[src/rtl/div_iter_unit_if.sv]
// Handshake bundle between the EX-stage hazard unit (master) and the
// iterative divider (slave).
interface div_iter_unit_if #(
  parameter int DATA_W = 32
);
  logic                  div_start;
  logic                  div_signed;
  logic [DATA_W-1:0]     div_opdata1;
  logic [DATA_W-1:0]     div_opdata2;
  logic                  div_annul;
  logic                  div_ready;
  logic                  div_busy;
  logic [2*DATA_W-1:0]   div_result;

  modport master (
    output div_start, div_signed, div_opdata1, div_opdata2, div_annul,
    input  div_ready, div_busy, div_result
  );

  modport slave (
    input  div_start, div_signed, div_opdata1, div_opdata2, div_annul,
    output div_ready, div_busy, div_result
  );
endinterface

[src/rtl/div_iter_unit.sv]
// Radix-2 restoring divider, one quotient bit per cycle; signed operands are
// divided as magnitudes and sign-corrected when the result is written.
module div_iter_unit #(
  parameter int DATA_W = 32
) (
  input  logic              clk,
  input  logic              rst,
  div_iter_unit_if.slave    bus
);
  localparam int CNT_W = $clog2(DATA_W);

  typedef enum logic [1:0] {
    ST_IDLE = 2'd0,
    ST_BUSY = 2'd1,
    ST_ZERO = 2'd2,
    ST_DONE = 2'd3
  } state_t;

  state_t                state_r;
  state_t                state_nx_s;
  logic                  load_s;
  logic                  step_s;
  logic                  fin_s;
  logic                  zero_fin_s;
  logic [2*DATA_W-1:0]   pr_r;
  logic [2*DATA_W-1:0]   pr_nx_s;
  logic [DATA_W-1:0]     dvs_r;
  logic [DATA_W-1:0]     dvd_r;
  logic                  neg_q_r;
  logic                  neg_rem_r;
  logic [CNT_W-1:0]      cnt_r;
  logic                  ready_r;
  logic                  busy_r;
  logic [2*DATA_W-1:0]   result_r;
  logic [DATA_W-1:0]     abs_a_s;
  logic [DATA_W-1:0]     abs_b_s;
  logic [DATA_W:0]       rem_sh_s;
  logic [DATA_W:0]       diff_s;
  logic [DATA_W-1:0]     quo_fix_s;
  logic [DATA_W-1:0]     rem_fix_s;

  assign abs_a_s = (bus.div_signed && bus.div_opdata1[DATA_W-1]) ?
                   ({DATA_W{1'b0}} - bus.div_opdata1) : bus.div_opdata1;
  assign abs_b_s = (bus.div_signed && bus.div_opdata2[DATA_W-1]) ?
                   ({DATA_W{1'b0}} - bus.div_opdata2) : bus.div_opdata2;

  // Upper half shifted left by one; a clear borrow bit means the subtract fits.
  assign rem_sh_s  = pr_r[2*DATA_W-1:DATA_W-1];
  assign diff_s    = rem_sh_s - {1'b0, dvs_r};
  assign pr_nx_s   = diff_s[DATA_W] ? {pr_r[2*DATA_W-2:0], 1'b0}
                                    : {diff_s[DATA_W-1:0], pr_r[DATA_W-2:0], 1'b1};
  assign quo_fix_s = neg_q_r   ? ({DATA_W{1'b0}} - pr_nx_s[DATA_W-1:0]) : pr_nx_s[DATA_W-1:0];
  assign rem_fix_s = neg_rem_r ? ({DATA_W{1'b0}} - pr_nx_s[2*DATA_W-1:DATA_W])
                               : pr_nx_s[2*DATA_W-1:DATA_W];

  assign bus.div_ready  = ready_r;
  assign bus.div_busy   = busy_r;
  assign bus.div_result = result_r;

  // State register.
  always_ff @(posedge clk or posedge rst) begin
    if (rst) begin
      state_r <= ST_IDLE;
    end else begin
      state_r <= state_nx_s;
    end
  end

  // Next-state and datapath control; a dropped start counts as an abort.
  always_comb begin
    state_nx_s = state_r;
    load_s     = 1'b0;
    step_s     = 1'b0;
    fin_s      = 1'b0;
    zero_fin_s = 1'b0;
    case (state_r)
      ST_IDLE: begin
        if (bus.div_start && !bus.div_annul) begin
          load_s = 1'b1;
          if (bus.div_opdata2 == {DATA_W{1'b0}}) begin
            state_nx_s = ST_ZERO;
          end else begin
            state_nx_s = ST_BUSY;
          end
        end else begin
          state_nx_s = ST_IDLE;
        end
      end
      ST_BUSY: begin
        if (!bus.div_start || bus.div_annul) begin
          state_nx_s = ST_IDLE;
        end else begin
          step_s = 1'b1;
          if (cnt_r == CNT_W'(DATA_W-1)) begin
            fin_s      = 1'b1;
            state_nx_s = ST_DONE;
          end else begin
            state_nx_s = ST_BUSY;
          end
        end
      end
      ST_ZERO: begin
        if (!bus.div_start || bus.div_annul) begin
          state_nx_s = ST_IDLE;
        end else begin
          zero_fin_s = 1'b1;
          state_nx_s = ST_DONE;
        end
      end
      ST_DONE: begin
        state_nx_s = ST_IDLE;
      end
      default: begin
        state_nx_s = ST_IDLE;
      end
    endcase
  end

  // Operand latch, iteration datapath and registered outputs.
  always_ff @(posedge clk or posedge rst) begin
    if (rst) begin
      pr_r      <= {(2*DATA_W){1'b0}};
      dvs_r     <= {DATA_W{1'b0}};
      dvd_r     <= {DATA_W{1'b0}};
      neg_q_r   <= 1'b0;
      neg_rem_r <= 1'b0;
      cnt_r     <= {CNT_W{1'b0}};
      ready_r   <= 1'b0;
      busy_r    <= 1'b0;
      result_r  <= {(2*DATA_W){1'b0}};
    end else begin
      ready_r <= fin_s | zero_fin_s;
      busy_r  <= (state_nx_s == ST_BUSY) || (state_nx_s == ST_ZERO);
      if (load_s) begin
        pr_r      <= {{DATA_W{1'b0}}, abs_a_s};
        dvs_r     <= abs_b_s;
        dvd_r     <= bus.div_opdata1;
        neg_q_r   <= bus.div_signed & (bus.div_opdata1[DATA_W-1] ^ bus.div_opdata2[DATA_W-1]);
        neg_rem_r <= bus.div_signed & bus.div_opdata1[DATA_W-1];
        cnt_r     <= {CNT_W{1'b0}};
      end else if (step_s) begin
        pr_r  <= pr_nx_s;
        cnt_r <= cnt_r + CNT_W'(1);
      end
      if (fin_s) begin
        result_r <= {rem_fix_s, quo_fix_s};
      end else if (zero_fin_s) begin
        result_r <= {dvd_r, {DATA_W{1'b1}}};
      end
    end
  end
endmodule

[src/flat_wrapper.sv]
// flat-port wrapper written by rule: the top's interface ports become plain ports
module div_iter_unit_flat 
#(
  parameter int DATA_W = 32
)
  (clk, rst, bus_div_start, bus_div_signed, bus_div_opdata1, bus_div_opdata2, bus_div_annul, bus_div_ready, bus_div_busy, bus_div_result);
  div_iter_unit_if #(.DATA_W(DATA_W)) bus_i ();
  input  logic clk;
  input  logic rst;
  input wire logic [$bits(bus_i.div_start)-1:0] bus_div_start;
  input wire logic [$bits(bus_i.div_signed)-1:0] bus_div_signed;
  input wire logic [$bits(bus_i.div_opdata1)-1:0] bus_div_opdata1;
  input wire logic [$bits(bus_i.div_opdata2)-1:0] bus_div_opdata2;
  input wire logic [$bits(bus_i.div_annul)-1:0] bus_div_annul;
  output wire logic [$bits(bus_i.div_ready)-1:0] bus_div_ready;
  output wire logic [$bits(bus_i.div_busy)-1:0] bus_div_busy;
  output wire logic [$bits(bus_i.div_result)-1:0] bus_div_result;
  assign bus_i.div_start = bus_div_start;
  assign bus_i.div_signed = bus_div_signed;
  assign bus_i.div_opdata1 = bus_div_opdata1;
  assign bus_i.div_opdata2 = bus_div_opdata2;
  assign bus_i.div_annul = bus_div_annul;
  assign bus_div_ready = bus_i.div_ready;
  assign bus_div_busy = bus_i.div_busy;
  assign bus_div_result = bus_i.div_result;
  div_iter_unit #(.DATA_W(DATA_W)) u_core (.clk(clk), .rst(rst), .bus(bus_i));
endmodule
[config.mk]
export PLATFORM = sky130hd
export DESIGN_NAME = div_iter_unit_flat
export DESIGN_NICKNAME = d
export VERILOG_FILES = /design/src/rtl/div_iter_unit_if.sv /design/src/rtl/div_iter_unit.sv /design/src/flat_wrapper.sv
export SDC_FILE = /design/constraint.sdc
export NUM_CORES = 1
export LEC_CHECK = 0
export BUFFER_PORTS_ARGS = -buffer_cell sky130_fd_sc_hd__buf_4
export CORE_MARGIN = 5
export CORE_UTILIZATION = 60
export CTS_CLUSTER_SIZE = 8
export DETAILED_ROUTE_END_ITERATION = 10
export GPL_TIMING_DRIVEN = 0
export PLACE_DENSITY = 0.86
export SLEW_MARGIN = 40
export SYNTH_ARGS = -nofsm -noshare
export SYNTH_HDL_FRONTEND = slang
export SYNTH_SLANG_ARGS = --single-unit
[constraint.sdc]
create_clock -name clk -period 8.45 [get_ports clk]
set_input_delay 1.69 -clock clk [delete_from_list [all_inputs] [get_ports clk]]
set_output_delay 1.69 -clock clk [all_outputs]
set_load 0.02 [all_outputs]
==> flow_summary.ini <==
[place]
io_buffers = 134
gp_congestion = 0.982
pre_cts_ws_ns = 0.963
dp_hpwl_mm = 32.2

[synth]
syn-num-nets = 1727
synth_top_area_cell = dfrtp_1
post_synth_num_cell_types = 83
netlist.area_leader.share_pct = 37.9
yosys.cell_count.top_type = nand2_1
synth_common_cells = 261 x nand2_1, 203 x dfrtp_1, 158 x o21ai_0, 152 x nor2_1, 127 x a21oi_1
syn_inst = 1619
synth-edff-count = 0
synth_area_leaders = dfrtp_1 38%, nand2_1 7.3%, o21ai_0 5.9%
synth_seq_area_share_pct = 37.9
syn_avg_cell_area_um2 = 8.27
synth_seq_cells = 203
synth_flop_cell = dfrtp_1
synth.cell_area_um2 = 13400
yosys_warnings = 0
synthArstFlopShare_pct = 100

[global_route]
grt_max_degree = 71
grt_usage_pct = 32.2
grt_pass1_vias = 12700
grt_first_pass_wirelength_mm = 67.1
antenna_found_initial = 0
grt_overflow_total = 0

[setup_path]
cp-start-kind = flip-flop
slowest_stage = clkbuf_1
cp.required_ns = 8.84
crit_fanout = 10
crit_buf_inv = 6
rr_startpoint = u_core.pr_r[31]$_DFFE_PP0P_
crit_type = flip-flop to flip-flop
cp_common_cell = inv_1
end_kind = flip-flop
critPathTopFamily = compound AO/OA/AOI/OAI gates
cp.arrival_ns = 8.07
r2r_end = u_core.bus.div_result[62]$_DFFE_PP0N_
r2r_cells = 26
cpPeakStageDelay_ns = 0.57
r2r_setup_slack_ns = 0.77

[cts]
cts_setup_buffers = 0
clk_pin_slew_ns = 0.05
cts_buffers = 29
post_cts_resized = 0
insertion_delay_ns = 0.55
h-tree-depth = 1
cts-root-buf = clkbuf_16
clock_sinks = 203
max-clock-path-buffers = 3
cts_hold_buffers = 0
cts_tree = built

[die]
die-width_um = 159
start_util_pct = 61.2
coreArea_um2 = 21900
pin_count = 135
dieArea_um2 = 25400
num_rows = 54
die_height_um = 159

[detailed_routing]
num_vias = 12700
drc = 0
vias_per_cell = 6.13
drt_first_pass_iters = 5
wl_mm = 42.3
final_antenna_net_count = 0
wl_per_cell_um = 20.5
drtIter0Drc = 1065

[worst_hold_path]
min_delay_worst_endpoint = u_core.dvs_r[10]$_DFFE_PP0P_
hp-start = u_core.dvs_r[10]$_DFFE_PP0P_
hp-class = flip-flop to flip-flop
whs_path_depth = 2

[sta]
setup_slack_ns = 0.771
clock_skew_ns = 0.0287
rsz0062_at_grt = false
hold_viol_final = 0
period_share_pct = 90.9
clock.fmax_mhz = 130
setup_viol = 0
slew_headroom_pct = 42.0
slew_viol_final = 0
worst_pin_slew_ns = 0.869
period_needed_ns = 7.68

[layout]
fill_cells = 1762
antenna_cells = 0
syn_to_final_growth_pct = 16.4
nets = 1894
layout-drive-gt1-share_pct = 12.0

[pwr]
ir_drop_v = 0.000150
power_mw = 2.76
powerDensity_nw_per_um2 = 177
leakage_nw = 7.14

[status]
status = finished, final reports clean

[flow_run]
max_cap_viol_count = 0
==> layout by cell type, fill, tap and decap left out, drive strengths merged, types with 10 or more instances in the layout <==
cell	synthesis	final
or3	29	29
nor3	27	27
a221oi	23	23
buf	26	161
o41ai	11	11
ha	38	38
a21oi	128	128
o31ai	28	28
nor4	16	16
mux2i	44	44
xor2	76	76
a21o	14	14
xnor2	62	62
inv	56	57
a211oi	12	12
nand3	28	28
nand2	261	261
a31oi	10	10
and2	12	12
nor2	152	152
dfrtp	203	203
o21ai	161	161
nor2b	17	17
and3	11	11
nand2b	11	11
clkbuf	60	91
==> worst max path at each step <==
stage	start	end	slack [ns]	depth (start not counted)
floorplan	rst	u_core.bus.div_busy$_DFF_PP0_	1.22	1
CTS	u_core.pr_r[31]$_DFFE_PP0P_	u_core.bus.div_result[62]$_DFFE_PP0N_	0.90	26
global route	u_core.pr_r[31]$_DFFE_PP0P_	u_core.bus.div_result[62]$_DFFE_PP0N_	0.40	26
detailed placement	u_core.pr_r[31]$_DFFE_PP0P_	u_core.bus.div_result[62]$_DFFE_PP0N_	0.96	26
finish	u_core.pr_r[31]$_DFFE_PP0P_	u_core.bus.div_result[62]$_DFFE_PP0N_	0.77	26
global placement	rst	u_core.dvs_r[28]$_DFFE_PP0P_	-0.77	2
==> state kept, by name (all words and copies together), names as in the netlist <==
name and count:
u_core.bus.div_result 64, u_core.pr_r 64, u_core.dvd_r 32, u_core.dvs_r 32, u_core.cnt_r 5, u_core.state_r 2
u_core.bus.div_busy 1, u_core.bus.div_ready 1, u_core.neg_q_r 1, u_core.neg_rem_r 1
==> through the flow <==
stage | setup TNS [ns] | cell area [um2] | util, % | hold slack [ns] | cells
after floorplan | 0 | 13400 | - | 0.440 | 1619
after global placement | -153.00 | 14800 | 67.4 | 0.459 | 2033
after detailed placement | 0 | 14800 | 67.7 | 0.466 | 2035
after CTS | 0 | 15600 | 71.2 | 0.482 | 2067
after global routing | 0 | 15600 | 71.3 | 0.497 | 2067
final | 0 | 15600 | 71.3 | 0.475 | 2067
==> cell families after synthesis <==
| kind of cell | share of synthesized area [%] |
|---|---|
| buffers and inverters | 4.50 |
| muxes | 3.96 |
| AOI/OAI and AO/OA | 20.1 |
| and+or+nand+nor | 20.7 |
| xor gates and xnor gates | 9.08 |
| DFF | 37.9 |
| adders and majority gates | 3.70 |
==> layer usage <==
metal / vias to the layer above / share of wire [%] / track usage, %
li1: 6028 / - / -
met5: - / 0 / 0
met1: 6002 / 39 / 39.9
met2: 516 / 50 / 57.3
met3: 116 / 7.2 / 4.48
met4: 0 / 3.9 / 11.7
==> layout make-up <==
class	count	area [um2]	share of cell area (%)
Multi-Input combinational cell	1273	7720	49.5
Sequential cell	203	5080	32.6
Timing Repair Buffer	136	1060	6.80
Clock buffer	30	729	4.68
Buffer	87	395	2.53
Tap cell	280	350	2.25
Inverter	56	218	1.40
Clock inverter	2	38.8	0.249
==> power breakdown <==
group	internal [mW]	switching, mW	total (mW)	leakage (nW)
registers	1.05	0.0766	1.13	2.68
clock network	0.629	0.410	1.04	0.377
logic	0.223	0.371	0.594	4.08
total	1.90	0.858	2.76	7.14
==> worst register-to-register path, delay by kind of cell, from the launching register on <==
kind            cells  cell delay, ns
simple gates        6            1.68
buf+inv             6            1.59
flops               1            0.45
fa+ha+maj           3            0.88
xor+xnor            2            0.42
compound gates      9            2.50
No activity file was read; power rests on OpenSTA's default activity.
